**src/rtl/zpager_bank_pkg.sv**
```systemverilog
// Shared types and constants for the ATM-style pager bank: quarter page
// constants, trap FSM states, the resolved window map and the Pentagon-1M
// mapping helper.
package zpager_bank_pkg;

    localparam int unsigned PG_LOW_W    = 6;
    localparam int unsigned STALL_CNT_W = 4;

    localparam logic [PG_LOW_W-1:0] PG_RAM0 = 6'd0;
    localparam logic [PG_LOW_W-1:0] PG_RAM5 = 6'd5;
    localparam logic [PG_LOW_W-1:0] PG_RAM2 = 6'd2;

    typedef enum logic [1:0] {
        TRAP_IDLE  = 2'd0,
        TRAP_SEEN  = 2'd1,
        TRAP_STALL = 2'd2
    } trap_state_t;

    // One window's resolved mapping: ROM flag plus low page bits.
    typedef struct packed {
        logic                rom;
        logic [PG_LOW_W-1:0] pg;
    } win_map_t;

    // Pentagon-1M mapping of a 16K quarter.
    function automatic win_map_t pent1m_map(
        input logic [1:0] quarter,
        input logic       dos,
        input logic       rom48,
        input logic       ram0_0,
        input logic       on_1m,
        input logic [5:0] page_7ffd
    );
        win_map_t m;
        m.rom = 1'b0;
        m.pg  = PG_RAM0;
        case (quarter)
            2'd0: begin
                if (!ram0_0) begin
                    m.rom = 1'b1;
                    m.pg  = {4'b0000, ~dos, rom48};
                end
            end
            2'd1: m.pg = PG_RAM5;
            2'd2: m.pg = PG_RAM2;
            default: m.pg = {(on_1m ? page_7ffd[5:3] : 3'b000), page_7ffd[2:0]};
        endcase
        return m;
    endfunction

endpackage

```
**src/rtl/zpager_win.sv**
```systemverilog
// One pager window: two register sets selected by dos, a shared extension
// register and the registered page/ROM resolution.
// Ports:
//   fclk, rst_n     clock, async active-low reset
//   i_f7_we         xxF7 write aimed at this window
//   i_ext_we        extension write aimed at this window
//   i_zd            Z80 data bus
//   i_dos           current DOS state (selects register set)
//   i_pager_off     force Pentagon-1M mapping
//   i_pent          Pentagon-1M mapping for this window's quarter
//   o_page          registered page number
//   o_romnram       registered 1=ROM 0=RAM
module zpager_win
    import zpager_bank_pkg::*;
#(
    parameter int unsigned PAGEW = 8
) (
    input  logic             fclk,
    input  logic             rst_n,
    input  logic             i_f7_we,
    input  logic             i_ext_we,
    input  logic [7:0]       i_zd,
    input  logic             i_dos,
    input  logic             i_pager_off,
    input  win_map_t         i_pent,
    output logic [PAGEW-1:0] o_page,
    output logic             o_romnram
);

    // A 6-bit page still keeps a 1-bit extension register; the cast below drops it.
    localparam int unsigned EXTW = (PAGEW > PG_LOW_W) ? PAGEW - PG_LOW_W : 1;

    logic [1:0]               r_follow;
    logic [1:0]               r_rom;
    logic [1:0][PG_LOW_W-1:0] r_pg;
    logic [EXTW-1:0]          r_ext;
    logic [PAGEW-1:0]         r_page;
    logic                     r_romnram;

    logic                     w_follow;
    logic [PAGEW-1:0]         w_page_nx;
    logic                     w_rom_nx;

    // Register-set writes; page bits arrive inverted on the bus.
    always_ff @(posedge fclk or negedge rst_n) begin
        if (!rst_n) begin
            r_follow <= 2'b11;
            r_rom    <= 2'b11;
            r_pg     <= '0;
            r_ext    <= '0;
        end else begin
            if (i_f7_we) begin
                r_follow[i_dos] <= i_zd[7];
                r_rom[i_dos]    <= ~i_zd[6];
                r_pg[i_dos]     <= ~i_zd[PG_LOW_W-1:0];
            end
            if (i_ext_we) begin
                r_ext <= i_zd[EXTW-1:0];
            end
        end
    end

    // Resolution mux: own register set unless following Pentagon-1M.
    always_comb begin
        w_follow  = i_pager_off | r_follow[i_dos];
        w_page_nx = PAGEW'({r_ext, r_pg[i_dos]});
        w_rom_nx  = r_rom[i_dos];
        if (w_follow) begin
            w_page_nx = PAGEW'(i_pent.pg);
            w_rom_nx  = i_pent.rom;
        end
    end

    // Output registers, refreshed every fclk.
    always_ff @(posedge fclk or negedge rst_n) begin
        if (!rst_n) begin
            r_page    <= '0;
            r_romnram <= 1'b1;
        end else begin
            r_page    <= w_page_nx;
            r_romnram <= w_rom_nx;
        end
    end

    assign o_page    = r_page;
    assign o_romnram = r_romnram;

endmodule

```
**src/rtl/zpager_bank.sv**
```systemverilog
// ATM-style pager bank: NWIN address windows over the Z80 64K space, each
// resolving to a page and ROM/RAM flag, plus the DOS auto-enter/exit trap
// that stalls the Z80 clock so the fetch repeats under the new map.
// Ports:
//   fclk, rst_n                    clock, async active-low reset
//   zpos, zneg                     Z80 clock edge strobes
//   za, zd                         Z80 address and data
//   mreq_n, rd_n, m1_n             Z80 strobes
//   atmF7_wr, ext_wr               window register write pulses
//   pager_off                      force Pentagon-1M mapping on all windows
//   pent1m_ROM/page/ram0_0/1m_on   Pentagon-1M state
//   dos, cpm_n                     DOS state, CP/M lock
//   page, romnram                  per-window mapping (registered)
//   dos_turn_on, dos_turn_off      DOS switch request pulses
//   zclk_stall                     Z80 clock stall request
module zpager_bank
    import zpager_bank_pkg::*;
#(
    parameter int unsigned NWIN      = 4,
    parameter int unsigned PAGEW     = 8,
    parameter int unsigned STALL_CYC = 6
) (
    input  logic                  fclk,
    input  logic                  rst_n,
    input  logic                  zpos,
    input  logic                  zneg,
    input  logic [15:0]           za,
    input  logic [7:0]            zd,
    input  logic                  mreq_n,
    input  logic                  rd_n,
    input  logic                  m1_n,
    input  logic                  atmF7_wr,
    input  logic                  ext_wr,
    input  logic                  pager_off,
    input  logic                  pent1m_ROM,
    input  logic [5:0]            pent1m_page,
    input  logic                  pent1m_ram0_0,
    input  logic                  pent1m_1m_on,
    input  logic                  dos,
    input  logic                  cpm_n,
    output logic [NWIN*PAGEW-1:0] page,
    output logic [NWIN-1:0]       romnram,
    output logic                  dos_turn_on,
    output logic                  dos_turn_off,
    output logic                  zclk_stall
);

    localparam int unsigned WB = $clog2(NWIN);

    logic [WB-1:0] w_win_sel;
    assign w_win_sel = za[15 -: WB];

    // Per-window instances; each sees the Pentagon-1M map of its own quarter.
    for (genvar gi = 0; gi < NWIN; gi++) begin : g_win
        localparam int unsigned QUARTER = (gi * 4) / NWIN;

        win_map_t w_pent;
        logic     w_f7_we;
        logic     w_ext_we;

        assign w_pent   = pent1m_map(2'(QUARTER), dos, pent1m_ROM,
                                     pent1m_ram0_0, pent1m_1m_on, pent1m_page);
        assign w_f7_we  = atmF7_wr && (w_win_sel == WB'(gi));
        assign w_ext_we = ext_wr   && (w_win_sel == WB'(gi));

        zpager_win #(
            .PAGEW(PAGEW)
        ) u_win (
            .fclk        (fclk),
            .rst_n       (rst_n),
            .i_f7_we     (w_f7_we),
            .i_ext_we    (w_ext_we),
            .i_zd        (zd),
            .i_dos       (dos),
            .i_pager_off (pager_off),
            .i_pent      (w_pent),
            .o_page      (page[gi*PAGEW +: PAGEW]),
            .o_romnram   (romnram[gi])
        );
    end

    // Only za[15:8] and the zpos strobe matter for trapping.
    logic w_unused;
    assign w_unused = &{1'b0, zneg, za[7:0], za[14]};

    trap_state_t            r_state;
    trap_state_t            w_state_nx;
    logic [STALL_CNT_W-1:0] r_cnt;
    logic [STALL_CNT_W-1:0] w_cnt_nx;
    logic                   r_armed;
    logic                   w_armed_nx;
    logic                   r_dos_turn_on;
    logic                   w_dos_turn_on_nx;
    logic                   r_dos_turn_off;
    logic                   w_dos_turn_off_nx;
    logic                   r_zclk_stall;
    logic                   w_zclk_stall_nx;

    logic w_sel_rom;
    logic w_fetch;
    logic w_enter;
    logic w_exit;

    assign w_sel_rom = romnram[w_win_sel];
    assign w_fetch   = zpos && !m1_n && !mreq_n && !rd_n;
    assign w_enter   = !dos && w_sel_rom && pent1m_ROM && (za[13:8] == 6'h3D);
    assign w_exit    = dos && !w_sel_rom && cpm_n;

    // Trap FSM state and registered outputs.
    always_ff @(posedge fclk or negedge rst_n) begin
        if (!rst_n) begin
            r_state        <= TRAP_IDLE;
            r_cnt          <= '0;
            r_armed        <= 1'b1;
            r_dos_turn_on  <= 1'b0;
            r_dos_turn_off <= 1'b0;
            r_zclk_stall   <= 1'b0;
        end else begin
            r_state        <= w_state_nx;
            r_cnt          <= w_cnt_nx;
            r_armed        <= w_armed_nx;
            r_dos_turn_on  <= w_dos_turn_on_nx;
            r_dos_turn_off <= w_dos_turn_off_nx;
            r_zclk_stall   <= w_zclk_stall_nx;
        end
    end

    // Next state: one trap per memory cycle; the arm flag reloads while mreq_n is high.
    always_comb begin
        w_state_nx        = r_state;
        w_cnt_nx          = r_cnt;
        w_armed_nx        = r_armed | mreq_n;
        w_dos_turn_on_nx  = 1'b0;
        w_dos_turn_off_nx = 1'b0;
        w_zclk_stall_nx   = 1'b0;
        case (r_state)
            TRAP_IDLE: begin
                if (w_fetch && r_armed) begin
                    w_state_nx = TRAP_SEEN;
                    w_armed_nx = 1'b0;
                end
            end
            TRAP_SEEN: begin
                if (w_enter || w_exit) begin
                    w_dos_turn_on_nx  = w_enter;
                    w_dos_turn_off_nx = w_exit;
                    w_zclk_stall_nx   = 1'b1;
                    w_cnt_nx          = STALL_CNT_W'(STALL_CYC);
                    w_state_nx        = TRAP_STALL;
                end else begin
                    w_state_nx = TRAP_IDLE;
                end
            end
            TRAP_STALL: begin
                // Counter counts down to 1 and then parks at 0.
                if (r_cnt <= STALL_CNT_W'(1)) begin
                    w_cnt_nx   = '0;
                    w_state_nx = TRAP_IDLE;
                end else begin
                    w_cnt_nx        = r_cnt - STALL_CNT_W'(1);
                    w_zclk_stall_nx = 1'b1;
                end
            end
            default: begin
                w_state_nx = TRAP_IDLE;
                w_cnt_nx   = '0;
            end
        endcase
    end

    assign dos_turn_on  = r_dos_turn_on;
    assign dos_turn_off = r_dos_turn_off;
    assign zclk_stall   = r_zclk_stall;

endmodule

```
**config.mk**
```make
export PLATFORM = sky130hd
export DESIGN_NAME = zpager_bank
export DESIGN_NICKNAME = d
export VERILOG_FILES = /design/src/rtl/zpager_bank_pkg.sv /design/src/rtl/zpager_win.sv /design/src/rtl/zpager_bank.sv
export SDC_FILE = /design/constraint.sdc
export NUM_CORES = 1
export LEC_CHECK = 0
export CAP_MARGIN = 40
export CORE_ASPECT_RATIO = 1.4
export CORE_UTILIZATION = 59
export CTS_BUF_LIST = sky130_fd_sc_hd__clkbuf_8
export CTS_CLUSTER_SIZE = 30
export DETAILED_ROUTE_END_ITERATION = 10
export PLACE_DENSITY = 0.87
export REMOVE_ABC_BUFFERS = 1
export SYNTH_ARGS = -nofsm -noshare
export SYNTH_HDL_FRONTEND = slang
export SYNTH_SLANG_ARGS = --single-unit
```
**constraint.sdc**
```tcl
create_clock -name fclk -period 3.5 [get_ports fclk]
set_clock_uncertainty 0.15 [all_clocks]
set_input_delay 0.7 -clock fclk [delete_from_list [all_inputs] [get_ports fclk]]
set_output_delay 0.7 -clock fclk [all_outputs]
set_load 0.005 [all_outputs]
```
==> impl_metrics.tcl, run 1 <==
set metrics [dict create \
    min_period_ns 2.68 \
    ios 84 \
    core_area_sq_um 7800 \
    irDropWorstVdd_mv 0.478 \
    yosysSeqAreaShare_pct 62.1 \
    synth-main-ff-cell "dfrtp_1" \
    fill_cells 479 \
    yosysWarnings 0 \
    synthAdderAreaFrac_pct 1.30 \
    crit_fanout 9 \
    firstDrtPassIters 4 \
    arrival_ns 2.85 \
    final_cells 611 \
    track_usage_pct 27.0 \
    yosysTopAreaCell "dfrtp_1" \
    antenna_found_initial 0 \
    syn_to_final_growth_pct 25.4 \
    r2r_start "g_win[3].u_win.o_romnram" \
    switchingPower_uw 976 \
    root_buffer "clkbuf_8" \
    cts_buffer_depth 2 \
    wl_per_cell_um 16.8 \
    grt_pass1_wl_mm 16.7 \
    synth_compound_area_share_pct 10.5 \
    status "finished clean" \
    fp.dieW_um 78.2 \
    gp_congestion 0.859 \
    path_class "in -> reg" \
    worstMarginPinSlew_ns 0.798 \
    n_antenna_cell 0 \
    postRouteAntennaNets 0 \
    synth_commonest_cells "97 x dfrtp_1, 62 x nand2_1, 54 x o21ai_0" \
    drt-total-wl_mm 10.3 \
    ctsHoldBuffers 0 \
    postLayoutCoreUtil_pct 77.1 \
    io_buffers 74 \
    setup_viol 0 \
    crit_required_ns 3.67 \
    layout.nets 548 \
    synth.top_cell.area_share_pct 50.6 \
    hold_path.class "in -> async" \
    worst_setup_path_end_kind "flip-flop" \
    power_frac_seq_pct 46.1 \
    synthCells 429 \
    relSlewSlack_pct 46.8 \
    drive_above_1_share_pct 14.9 \
    drc 0 \
    path_clk_slew_ns 0.08 \
    clk_latency_ns 0.43 \
    cts_setup_buffers 0 \
    clock_power_share_pct 36.2 \
    rows 38 \
    fin_hold_ws_ns 0.194 \
    swShare_pct 25.6 \
    synth_most_common_cell "dfrtp_1" \
    grt_overflow 0 \
    synth_area_sq_um 4800 \
    ctsResizeCount 0 \
    power.leakage_uw 0.00270 \
    clock_sinks 118 \
    die_h_um 109 \
    hold_violations 0 \
    synth_simple_gate_area_share_pct 12.7 \
    pwr-share-comb_pct 17.7 \
    synth_top_family_by_area "simple AND/OR/NAND/NOR gates" \
    synthTopCellsByArea "dfrtp_1 51%, dfstp_2 12%, o21ai_0 5.6%" \
    fmax_mhz 373 \
    p_int_uw 2830 \
    post-route-period-util_pct 76.5 \
    postSynthAreaPerCell_sq_um 11.2 \
    r2r-end "r_cnt[2]" \
    ff2ff_path_depth 5 \
    cts_made_buffers 17 \
    avgViaCountPerCell 5.61 \
    cts_max_level 4 \
    grt_max_degree 63 \
    muxShareOfSynthArea_pct 9.99 \
    start_kind "input port" \
    start_util_pct 61.5 \
    placed_cells 579 \
    synth-edff-count 0 \
    synth-seq-cells 118 \
    dieArea_sq_um 8500 \
    r2r_slack_ns 1.45 \
    fin_tns_setup_ns 0 \
    p_per_area_nw_per_um2 633 \
    vias 3428 \
    drv_cap 0 \
    cts_tree "built" \
    rsz0062_at_grt "false" \
    hpwlAfterDp_mm 6.67 \
    synth_xor_area_share_pct 0 \
    ys_types 35 \
    drtIter0Drc 183 \
    grt_pass1_vias 3482 \
    synthArstFlopShare_pct 100 \
    final_max_slew_viol_count 0 \
]
cells by family after synthesis:
family / Yosys count
AND/OR/NAND/NOR: 137
multiplexers: 44
adder cells (fa/ha/maj): 5
AO/OA/AOI/OAI: 89
flip-flops: 118
buffers and inverters: 36
per-layer routing:
layer / global-route usage [%] / up-vias / wire [um]
li1: - / 1591 / -
met1: 31.7 / 1712 / 4140
met2: 45.1 / 100 / 5350
met3: 7.62 / 25 / 462
met4: 14.4 / 0 / 312
met5: 0 / - / 0
through the flow:
stage | worst slack [ns] | total power [uW] | cell area, sq um
2_1_floorplan | 1.26 | 2120 | 4670
3_3_place_gp | 0.431 | 2390 | 5560
3_5_place_dp | 0.412 | 2450 | 5560
4_1_cts | 0.844 | 3820 | 6010
5_1_grt | 0.782 | 3990 | 6010
6_report | 0.821 | 3810 | 6010
how the worst max path moves through the flow:
stage                     startpoint       end  slack (ns)
after floorplan               za[14]  r_cnt[0]        1.26
after global placement        za[14]  r_cnt[0]        0.43
after detailed placement      za[14]  r_cnt[0]        0.41
after CTS                     za[14]  r_cnt[0]        0.84
after global routing          za[14]  r_cnt[0]        0.78
final                         za[14]  r_cnt[0]        0.82
placed cells by master (no fill, tap or decap), drive strengths merged, types with 3 or more instances in the layout:
cell type,Yosys,routed
o22ai,3,3
nor3b,3,3
mux2i,25,25
clkinv,0,3
dfrtp,97,97
nor2b,9,9
ha,5,5
buf,11,4
o21ai,54,54
dfstp,21,21
inv,10,10
nand2,62,62
and2,8,8
clkbuf,15,25
a21oi,16,16
mux2,18,18
nor2,38,38
a211o,5,5
a211oi,3,3
nand3b,4,4
bufinv,0,3
nand3,8,8
clkdlybuf4s50,0,72
power by group through the flow:
stage / logic (uW) / clock network [uW] / registers [uW]
final: 673 / 1380 / 1760
after global routing: 748 / 1460 / 1780
after CTS: 678 / 1390 / 1750
after detailed placement: 671 / 0 / 1770
after global placement: 635 / 0 / 1760
after floorplan: 364 / 0 / 1750
critical path, stage by stage:
cell             delay, ns
clkdlybuf4s50_1       0.73
mux4_2                0.55
nor3b_1               0.17
o31a_1                0.38
mux2_4                0.32
sequential cells by signal, summed over array words and instances (netlist names), 2 cells and up:
register / count
g_win.u_win.r_follow: 8
r_cnt: 4
g_win.u_win.o_romnram: 4
g_win.u_win.o_page: 32
g_win.u_win.r_ext: 8
r_state: 2
g_win.u_win.r_rom: 8
g_win.u_win.r_pg: 48
layout make-up:
class	instances	area, sq um	share of cell area [%]
Timing Repair Buffer	76	761	12.7
Inverter	10	37.5	0.624
Sequential cell	118	2980	49.6
Clock inverter	7	113	1.87
Tap cell	100	125	2.08
Multi-Input combinational cell	275	1650	27.5
Clock buffer	25	344	5.72
(Power assumes the default switching activity.)
==> inputs of run 2 (changes only) <==
CORE_UTILIZATION = 54   (was 59)
PLACE_DENSITY = 0.8   (was 0.87)
clock period = 2.8 ns   (was 3.5 ns; I/O delays follow)
==> run 2 against run 1 <==
Effect of this change:
- first-iteration DRC count increased by 7.7%
- largest cell class unchanged
- largest power group unchanged
- critical path type unchanged
- critical endpoint is now r_cnt[2]
- clock power about the same
- combinational power is 28% higher
- global-route usage fell by 2.3 points
==> impl_metrics.tcl, run 2 (synthesized netlist as in run 1, its figures left out) <==
set metrics [dict create \
    avgViaCountPerCell 5.47 \
    path_clk_slew_ns 0.06 \
    final_max_slew_viol_count 0 \
    core_area_sq_um 8610 \
    fmax_mhz 417 \
    start_kind "input port" \
    dieArea_sq_um 9270 \
    setup_viol 0 \
    start_util_pct 55.7 \
    grt_pass1_wl_mm 16.6 \
    worstMarginPinSlew_ns 0.534 \
    highest_layer "met4" \
    layout_common_cells "97 x dfrtp_1, 72 x clkdlybuf4s50_1, 62 x nand2_1" \
    post-route-period-util_pct 85.7 \
    postRouteAntennaNets 0 \
    cts_max_level 4 \
    power.leakage_uw 0.00274 \
    wl_met3_um 460 \
    root_buffer "clkbuf_8" \
    vias 3436 \
    clock_sinks 118 \
    n_antenna_cell 0 \
    grt_max_degree 50 \
    rsz0062_at_grt "false" \
    path_class "in -> reg" \
    drive_above_1_share_pct 15.5 \
    fin_tns_setup_ns 0 \
    hold_path.class "reg -> reg" \
    grt_overflow 0 \
    clk_latency_ns 0.42 \
    ios 84 \
    crit_required_ns 2.95 \
    postLayoutCoreUtil_pct 70.0 \
    cts_made_buffers 17 \
    arrival_ns 2.55 \
    p_per_area_nw_per_um2 741 \
    gp_congestion 0.750 \
    io_buffers 74 \
    irDropWorstVdd_mv 0.479 \
    dr_wl_met2_mm 5.34 \
    relSlewSlack_pct 64.4 \
    largest_register_ffs 48 \
    worst_setup_path_end_kind "flip-flop" \
    wl_per_cell_um 16.2 \
    layout.nets 560 \
    top_register "g_win.u_win.r_pg" \
    syn_to_final_growth_pct 25.6 \
    drv_cap 0 \
    min_period_ns 2.40 \
    drtIter0Drc 197 \
    drc 0 \
    mostFrequentLayoutCell "dfrtp_1" \
    cts_tree "built" \
    rows 40 \
    wl_met1_mm 4.09 \
    crit_fanout 8 \
    cts_buffer_depth 2 \
    antenna_found_initial 0 \
    drt-total-wl_mm 10.2 \
    grt_pass1_vias 3460 \
    hpwlAfterDp_mm 6.98 \
    track_usage_pct 24.7 \
    fp.dieW_um 81.6 \
    die_h_um 114 \
    status "finished clean" \
    firstDrtPassIters 4 \
    hold_violations 0 \
]
[run 2: area by class of cell]
cell class              count  area [sq um]
clock buffers              22           303
clock inverters            10          67.6
fillers                   625          2580
inverters                  10          37.5
multi-input cells         275          1650
flip-flops and latches    118          2980
well taps                 105           131
repair buffers             88           853
[run 2: per-layer routing]
metal | vias to the layer above | global-route usage (%)
met1 | 1699 | 28.7
met3 | 28 | 7.44
met4 | 0 | 12.3
met2 | 94 | 40.8
met5 | - | 0
li1 | 1615 | -
[run 2: report_power, final]
part	internal (uW)	total (uW)	leakage, uW	switching, uW
Combinational	435	860	0.00109	425
Clock	796	1410	0.000216	614
Sequential	2040	2190	0.00144	148
Total	3280	4460	0.00274	1190
[run 2: worst paths after layout]
kind                       depth (start not counted)  slack [ns]                       start                          to
max in group asynchronous                          3        1.17                       rst_n  g_win[0].u_win.r_follow[0]
min in group asynchronous                          2        0.52                       rst_n      g_win[3].u_win.r_pg[2]
setup / recovery                                   7        0.40                      za[14]                    r_cnt[2]
hold / removal                                     2        0.32  g_win[1].u_win.r_follow[0]  g_win[1].u_win.r_follow[0]
hold reg to reg                                    2        0.32  g_win[1].u_win.r_follow[0]  g_win[1].u_win.r_follow[0]
setup reg to reg                                   5        0.68    g_win[0].u_win.o_romnram                    r_cnt[2]
[run 2: what timing repair did]
item	4_1_cts	5_1_grt
setup buffers	0	0
setup endpoints to repair	0	0
hold buffers	1	0
endpoints found under the hold margin	36	0
gates resized for setup	0	0
[run 2: worst max-delay path: stages]
cell	delay [ns]
clkdlybuf4s50_1	0.51
buf_4	0.17
mux2_2	0.34
o22ai_1	0.24
o31a_1	0.33
o21ai_0	0.17
a32o_1	0.23
[run 2: per-stage QoR]
step                      power, uW  instance area [sq um]  std cells  hold slack [ns]  worst slack, ns
after floorplan                2650                   4670        403            0.114            0.705
after global placement         3010                   5640        595            0.298           0.0824
after detailed placement       3070                   5640        595            0.309           0.0184
after CTS                      4500                   6020        628            0.319            0.405
after global routing           4700                   6020        628            0.348            0.325
final                          4460                   6020        628            0.317            0.399
